## src/rtl/pipeline_pkg.sv

```systemverilog
// Shared types and constants for the ARM pipeline front end.
package pipeline_pkg;

    typedef enum logic [1:0] {
        FETCH = 2'd0,
        HOLD  = 2'd1,
        DROP  = 2'd2
    } fetch_state_t;

    localparam logic [31:0] NOP_INSTR        = 32'h0000_0000;
    localparam logic [31:0] DEFAULT_RESET_PC = 32'h0000_0000;

endpackage

```

## src/rtl/if_id_reg.sv

```systemverilog
// IF/ID pipeline register: flush beats stall, stall beats load.
module if_id_reg
    import pipeline_pkg::*;
#(
    parameter int ADDR_W = 32
) (
    input  logic              clk,
    input  logic              i_flush,
    input  logic              i_stall,
    input  logic              i_load_valid,
    input  logic [31:0]       i_instr,
    input  logic [ADDR_W-1:0] i_pc_plus8,
    output logic [31:0]       o_instr,
    output logic [ADDR_W-1:0] o_pc_plus8,
    output logic              o_valid
);

    always_ff @(posedge clk) begin
        if (i_flush) begin
            o_instr    <= NOP_INSTR;
            o_pc_plus8 <= '0;
            o_valid    <= 1'b0;
        end else if (!i_stall) begin
            if (i_load_valid) begin
                o_instr    <= i_instr;
                o_pc_plus8 <= i_pc_plus8;
                o_valid    <= 1'b1;
            end else begin
                o_instr    <= NOP_INSTR;
                o_pc_plus8 <= '0;
                o_valid    <= 1'b0;
            end
        end
    end

endmodule

```

## src/rtl/pipeline_fetch_stage.sv

```systemverilog
// Instruction fetch stage: PC, redirect selection, single-outstanding imem
// handshake with a one-word hold buffer, and the IF/ID register.
module pipeline_fetch_stage
    import pipeline_pkg::*;
#(
    parameter int                ADDR_W   = 32,
    parameter logic [ADDR_W-1:0] RESET_PC = ADDR_W'(DEFAULT_RESET_PC)
) (
    input  logic              clk,
    input  logic              reset,
    input  logic              stallF,
    input  logic              stallD,
    input  logic              flushD,
    input  logic              BranchTakenE,
    input  logic [ADDR_W-1:0] ALUResultE,
    input  logic              PCSrcW,
    input  logic [ADDR_W-1:0] ResultW,
    output logic              imem_req,
    output logic [ADDR_W-1:0] imem_addr,
    input  logic              imem_rvalid,
    input  logic [31:0]       imem_rdata,
    output logic [ADDR_W-1:0] PCF,
    output logic [31:0]       InstrF,
    output logic              fetch_busy,
    output logic [31:0]       InstrD,
    output logic [ADDR_W-1:0] PCPlus8D,
    output logic              validD
);

    fetch_state_t      r_state;
    logic [ADDR_W-1:0] r_pcf;
    logic [31:0]       r_buf;
    logic              r_pending;

    logic              w_redir;
    logic [ADDR_W-1:0] w_target;
    logic [ADDR_W-1:0] w_pc_plus4;
    logic [ADDR_W-1:0] w_pc_plus8;
    logic              w_fire;
    logic [31:0]       w_instr;
    logic              w_id_flush;

    always_comb begin
        w_redir    = BranchTakenE | PCSrcW;
        w_target   = BranchTakenE ? ALUResultE : ResultW;
        w_pc_plus4 = r_pcf + ADDR_W'(4);
        w_pc_plus8 = r_pcf + ADDR_W'(8);
        // An instruction only advances into decode when fetch is not stalled.
        w_fire     = reset & ~stallF & ~w_redir &
                     (((r_state == FETCH) & imem_rvalid) | (r_state == HOLD));
        w_instr    = NOP_INSTR;
        if (reset) begin
            case (r_state)
                FETCH:   if (imem_rvalid && !w_redir) w_instr = imem_rdata;
                HOLD:    w_instr = r_buf;
                default: w_instr = NOP_INSTR;
            endcase
        end
    end

    assign imem_req   = reset & (r_state == FETCH);
    assign imem_addr  = r_pcf;
    assign PCF        = r_pcf;
    assign InstrF     = w_instr;
    // Depends only on state and rvalid, never on the hazard unit's stalls.
    assign fetch_busy = reset & (((r_state == FETCH) & ~imem_rvalid) | (r_state == DROP));
    assign w_id_flush = ~reset | flushD;

    always_ff @(posedge clk) begin
        if (!reset) begin
            // A request still in flight must have its response swallowed.
            r_state <= (r_pending && !imem_rvalid) ? DROP : FETCH;
            r_pcf   <= RESET_PC;
            r_buf   <= NOP_INSTR;
        end else begin
            case (r_state)
                FETCH: begin
                    if (imem_rvalid) begin
                        if (w_redir) begin
                            r_pcf <= w_target;
                        end else if (stallF) begin
                            r_buf   <= imem_rdata;
                            r_state <= HOLD;
                        end else begin
                            r_pcf <= w_pc_plus4;
                        end
                    end else if (w_redir) begin
                        r_pcf   <= w_target;
                        r_state <= DROP;
                    end
                end
                HOLD: begin
                    if (w_redir) begin
                        r_pcf   <= w_target;
                        r_state <= FETCH;
                    end else if (!stallF) begin
                        r_pcf   <= w_pc_plus4;
                        r_state <= FETCH;
                    end
                end
                DROP: begin
                    if (w_redir) r_pcf <= w_target;
                    if (imem_rvalid) r_state <= FETCH;
                end
                default: r_state <= FETCH;
            endcase
        end
    end

    // Tracks the memory transaction itself, so it survives reset.
    always_ff @(posedge clk) begin
        if (imem_rvalid) begin
            r_pending <= 1'b0;
        end else if (imem_req) begin
            r_pending <= 1'b1;
        end
    end

    if_id_reg #(
        .ADDR_W(ADDR_W)
    ) u_if_id (
        .clk          (clk),
        .i_flush      (w_id_flush),
        .i_stall      (stallD),
        .i_load_valid (w_fire),
        .i_instr      (w_instr),
        .i_pc_plus8   (w_pc_plus8),
        .o_instr      (InstrD),
        .o_pc_plus8   (PCPlus8D),
        .o_valid      (validD)
    );

endmodule
```

## config.mk

```make
export PLATFORM = sky130hd
export DESIGN_NAME = pipeline_fetch_stage
export DESIGN_NICKNAME = d
export VERILOG_FILES = /design/src/rtl/pipeline_pkg.sv /design/src/rtl/if_id_reg.sv /design/src/rtl/pipeline_fetch_stage.sv
export SDC_FILE = /design/constraint.sdc
export NUM_CORES = 1
export LEC_CHECK = 0
export CAP_MARGIN = 15
export CORE_MARGIN = 8
export CORE_UTILIZATION = 45
export CTS_CLUSTER_SIZE = 14
export DETAILED_ROUTE_END_ITERATION = 6
export PLACE_DENSITY = 0.82
export SETUP_SLACK_MARGIN = 0.02
export SYNTH_ARGS = -nofsm -noshare
export SYNTH_HDL_FRONTEND = slang
export SYNTH_SLANG_ARGS = --single-unit
```

## constraint.sdc

```tcl
create_clock -name clk -period 4.3 [get_ports clk]
set_input_delay 0.86 -clock clk [delete_from_list [all_inputs] [get_ports clk]]
set_output_delay 0.86 -clock clk [all_outputs]
set_load 0.01 [all_outputs]
```

# Yosys cells after proc, flatten, opt, wreduce, memory -nomap -nowiden
# Cells that the tools add are included.
# word_totals
output_inout_bits	163
word_cells	61
ff_bits	132
input_bits	104
# op_classes
n_mux	22
eq_ne	7
add_sub_neg	2
n_reduce_logical	8
n_bitwise	15
# op_table
op	count
32-bit 2-to-1 mux	9
32-bit case mux with 3 select lines	1
32-bit case mux with 2 select lines	1
32-bit by 3-bit adder with 32-bit output, second input constant	1
32-bit by 4-bit adder with 32-bit output, second input constant	1
2-bit 2-to-1 mux	9
4-bit != test, second input constant	4
1-bit bitwise AND	7
2-bit case mux with 3 select lines	1
5-bit AND reduction	1
1-bit inverter	4
1-bit OR	4
4-bit AND reduction	1
3-bit != test, second input constant	1
3-bit nonzero test	1
2-bit by 1-bit == test with 1-bit output, second input constant	1
2-bit == test, second input constant	1
1-bit logical AND	2
1-bit logical NOT	2
2-bit logical NOT	1
1-bit 2-to-1 mux	1

# Logic depth before layout (Yosys ltp)
# Gate-level depths: netlist of run 1.
# depth
word_depth	7
mapped_depth	11
ltp_nobuf	7

# Hierarchy
# Synthesis of run 1 repeated with hierarchy kept, for this count alone.
# unflattened
hier_cells	1089
area_unflattened_um2	8147.8
# modules_own_cells
module	area_each_um2	n_inst	seq_area_each_um2	cells_per_inst
pipeline_fetch_stage	5631.7	1	1361.3	802
if_id_reg	2516.2	1	1301.2	287

# Worst setup path before layout of run 1
# OpenSTA, ideal clock, no wires.
# synth_timing
path_type	input to output
from	in BranchTakenE
to	out InstrF[10]
n_path_buf	3
required_time_ns	3.440
t_arrival_ns	2.114
path_slack_ns	1.326
path_stages	6
path_cell_list	clkbuf_1 > nor4bb_1 > clkbuf_1 > clkbuf_1 > a22oi_1 > nor2_1
# synth_via
elab_chain_cells	6
# synth_rtl
element	line_no	source
from (decl)	pipeline_fetch_stage.sv:14	input logic BranchTakenE,
1-bit OR	pipeline_fetch_stage.sv:44	w_redir = BranchTakenE | PCSrcW;
1-bit logical NOT	pipeline_fetch_stage.sv:54	FETCH: if (imem_rvalid && !w_redir) w_instr = imem_rdata;
1-bit logical AND	pipeline_fetch_stage.sv:54	
32-bit 2-to-1 mux	pipeline_fetch_stage.sv:54	
32-bit case mux with 2 select lines	pipeline_fetch_stage.sv:53	case (r_state)
32-bit 2-to-1 mux	pipeline_fetch_stage.sv:52	if (reset) begin
to (decl)	pipeline_fetch_stage.sv:23	output logic [31:0] InstrF,
# No other way between the ends.

# Final worst setup path of run 1
# layout_timing
from	in imem_rvalid
to	out InstrF[11]
# layout_via
elab_chain_cells	4
# layout_rtl
element	line_no	source
from (decl)	pipeline_fetch_stage.sv:20	input logic imem_rvalid,
1-bit logical AND	pipeline_fetch_stage.sv:54	
32-bit 2-to-1 mux	pipeline_fetch_stage.sv:54	
32-bit case mux with 2 select lines	pipeline_fetch_stage.sv:53	
32-bit 2-to-1 mux	pipeline_fetch_stage.sv:52	
# No other way between the ends.

==> impl_metrics.py, run 1 <==
metrics = {
    "cts": {
        "clkLatencyLatePin_ps": 430,
        "cts.clk_slew.worst_paths_ps": 60,
        "post-cts-setup-buffers": 0,
        "htree_levels": 4,
        "cts_buffers": 17,
        "cts_tree": "built",
        "cts_root_buf": "clkbuf_16",
        "clk_path_buf_depth": 2,
        "cts.repair.resized": 0,
        "postCtsHoldBufs": 0,
        "cts_sinks": 132,
    },
    "global_route": {
        "antenna_found_initial": 1,
        "grt_max_degree": 64,
        "grtUsageTotal": 0.267,
        "grt_pass1_wl_um": 46800,
        "grt-ovfl-total": 0,
        "grt_pass1_vias": 8527,
    },
    "yosys": {
        "ys_types": 75,
        "synth_edf_count": 2,
        "synth.largest_area_cell": "dfxtp_1",
        "synth_seq_area_share": 0.346,
        "synth_fp_nets": 1132,
        "syn_inst": 1022,
        "synthTopCellsByArea": "dfxtp_1 (34%), a22oi_1 (8.1%), nand2_1 (6.5%)",
        "yosysMostFrequentCell": "nand2_1",
        "async_reset_ff_frac": 0,
        "synth_area_mm2": 0.00771,
        "synth_warnings": 0,
        "avgSynthCellArea_um2": 7.54,
        "synth_ff_type": "dfxtp_1",
        "ys_ff_latch": 132,
        "synthTopCellsByCount": "nand2_1 (133), dfxtp_1 (130), nor2_1 (125), a22oi_1 (83), clkbuf_1 (82)",
        "netlist.area_leader.share": 0.338,
    },
    "setup_path": {
        "critical_path.max_fanout": 35,
        "arrival_ps": 2860,
        "r2r_slack_ps": 1550,
        "crit_type": "in -> out",
        "timing.rr.end": "r_buf[5]",
        "crit_path_start_kind": "primary input",
        "timing.rr.start": "r_state[0]",
        "worstSetupEndpointType": "output pin",
        "required_ps": 3440,
        "rr_worst_depth": 7,
    },
    "hold_path": {
        "hold_start": "u_if_id.o_pc_plus8[22]",
        "whs_endpoint": "u_if_id.o_pc_plus8[22]",
        "hold_path.class": "reg -> reg",
        "whs_path_depth": 2,
    },
    "floorplanning": {
        "num_rows": 48,
        "die-area_mm2": 0.0216,
        "die_w_um": 147,
        "die_y_um": 147,
        "io_pins": 267,
        "core-area_mm2": 0.0170,
        "start_util": 0.453,
    },
    "run": {
        "drv_cap": 0,
    },
    "drt": {
        "ant_nets": 0,
        "drc": 1,
        "viasPerCell": 6.11,
        "drt_pass1_iterations": 7,
        "wl_um": 30000,
        "drtIter0Drc": 1047,
        "vias": 8777,
        "post_drt_wl_per_cell_um": 20.9,
    },
    "power_and_ir_drop": {
        "power_density_mw_per_mm2": 419,
        "ir_worst_vdd_uv": 382,
        "power.leakage_nw": 3.67,
    },
    "sta": {
        "max_freq_mhz": 269,
        "setup_tns_ps": 0,
        "final_hold_viol_count": 0,
        "timing.hold.ws_ps": 450,
        "finalCritPeriodShare": 0.864,
        "period_needed_ps": 3720,
        "tightest_slew_ps": 1090,
        "maxSlewViolCount": 0,
        "finClkSkew_ps": 8.45,
        "final-setup-viol-count": 0,
        "rsz0062_at_grt": "no",
        "maxSlewHeadroom": 0.271,
    },
    "finish": {
        "area_growth_syn_to_layout_pct": 39.9,
        "finish.utilization": 0.634,
        "fin_nets": 1307,
        "drive_gt1_frac": 0.0579,
    },
    "placed_design": {
        "port_buffers": 266,
        "place_hpwl_um": 20800,
        "place.gp.congestion": 0.933,
    },
    "run_status": {
        "violations": "design-rule violations",
        "status": "finished, violations left",
    },
}
[critical path, cell delays in order]
cell             delay [ps]
clkdlybuf4s50_1         480
nor4bb_4                190
buf_4                   390
a22oi_1                 130
nor2_1                  200
clkdlybuf4s50_1         570
[per-layer routing]
| layer | track usage | routed length, um | share of wire |
|---|---|---|---|
| met1 | 0.317 | 11500 | 0.38 |
| met2 | 0.429 | 13700 | 0.46 |
| met3 | 0.0892 | 3640 | 0.12 |
| met4 | 0.125 | 1140 | 0.038 |
| met5 | 0 | 0 | 0 |
[state kept, by name (all words and copies together) (netlist names)]
register	count
PCF	32
r_buf	32
r_pending	1
r_state	2
u_if_id.o_instr	32
u_if_id.o_pc_plus8	32
u_if_id.o_valid	1
[worst max-delay path by stage]
stage,start,endpoint,slack [ps]
global route,r_state[0],InstrF[11],400
finish,imem_rvalid,InstrF[11],580
global placement,imem_rvalid,InstrF[9],620
floorplan,BranchTakenE,InstrF[10],1330
detailed placement,imem_rvalid,InstrF[9],600
CTS,r_state[1],InstrF[11],570
[logic make-up (layout without fill, tap and decap cells)]
| group | Yosys count | after routing | share of synthesized area |
|---|---|---|---|
| AO/OA/AOI/OAI | 300 | 300 | 0.260 |
| XOR/XNOR | 31 | 31 | 0.0352 |
| adder cells (fa/ha/maj) | 6 | 6 | 0.00974 |
| buffers and inverters | 152 | 340 | 0.0940 |
| flip-flops | 132 | 132 | 0.346 |
| multiplexers | 14 | 14 | 0.0188 |
| other | 0 | 1 | 0 |
| AND/OR/NAND/NOR | 387 | 387 | 0.236 |
[stage by stage]
stage | power, W | cells | worst slack (ps) | instance area, um2
after floorplan | 0.00240 | 1022 | 1330 | 7710
after global placement | 0.00298 | 1403 | 617 | 10200
after detailed placement | 0.00300 | 1403 | 602 | 10200
after CTS | 0.00450 | 1435 | 572 | 10800
after global routing | 0.00470 | 1436 | 397 | 10800
final | 0.00451 | 1436 | 583 | 10800
[area by class of cell]
class	count	area [um2]
diodes	1	2.50
clock buffers	20	437
clock inverters	12	155
fillers	1491	6220
inverters	21	78.8
multi-input cells	738	4350
flip-flops and latches	132	2660
well taps	225	282
repair buffers	287	2820
[report_power, final]
group / switching (W) / internal [W]
Combinational: 0.000756 / 0.000675
Clock: 0.000586 / 0.000914
Sequential: 0.000259 / 0.00132
Total: 0.00160 / 0.00291
[cell usage in the layout (no fill, tap or decap), types with 9 or more instances in the layout]
cell               n
a21oi_1           72
a22oi_1           83
and4_1             9
buf_4             20
clkbuf_16         17
clkdlybuf4s50_1  263
dfxtp_1          130
inv_1             19
mux2i_1           10
nand2_1          133
nand3_1           16
nand4_1           15
nor2_1           125
nor3_1            28
nor4_1            13
o21ai_0           57
o31ai_1            9
xnor2_1           23
Note: power is estimated with default switching activity, not from simulation.
==> run 2: changes to the inputs <==
--- a/config.mk
+++ b/config.mk
@@ -5,6 +5,7 @@
 export SDC_FILE = /design/constraint.sdc
 export NUM_CORES = 1
 export LEC_CHECK = 0
+export ABC_CLOCK_PERIOD_IN_PS = 4300
 export CAP_MARGIN = 15
 export CORE_MARGIN = 8
 export CORE_UTILIZATION = 45
==> results of run 2 <==
Final layout, timing and power as in run 1 (identical DEF).
==> run 3: changes to the inputs <==
--- a/config.mk
+++ b/config.mk
@@ -13,6 +13,7 @@
 export DETAILED_ROUTE_END_ITERATION = 6
 export PLACE_DENSITY = 0.82
 export SETUP_SLACK_MARGIN = 0.02
+export SKIP_LAST_GASP = 1
 export SYNTH_ARGS = -nofsm -noshare
 export SYNTH_HDL_FRONTEND = slang
 export SYNTH_SLANG_ARGS = --single-unit
==> results of run 3 <==
Final layout, timing and power as in run 1 (identical DEF).
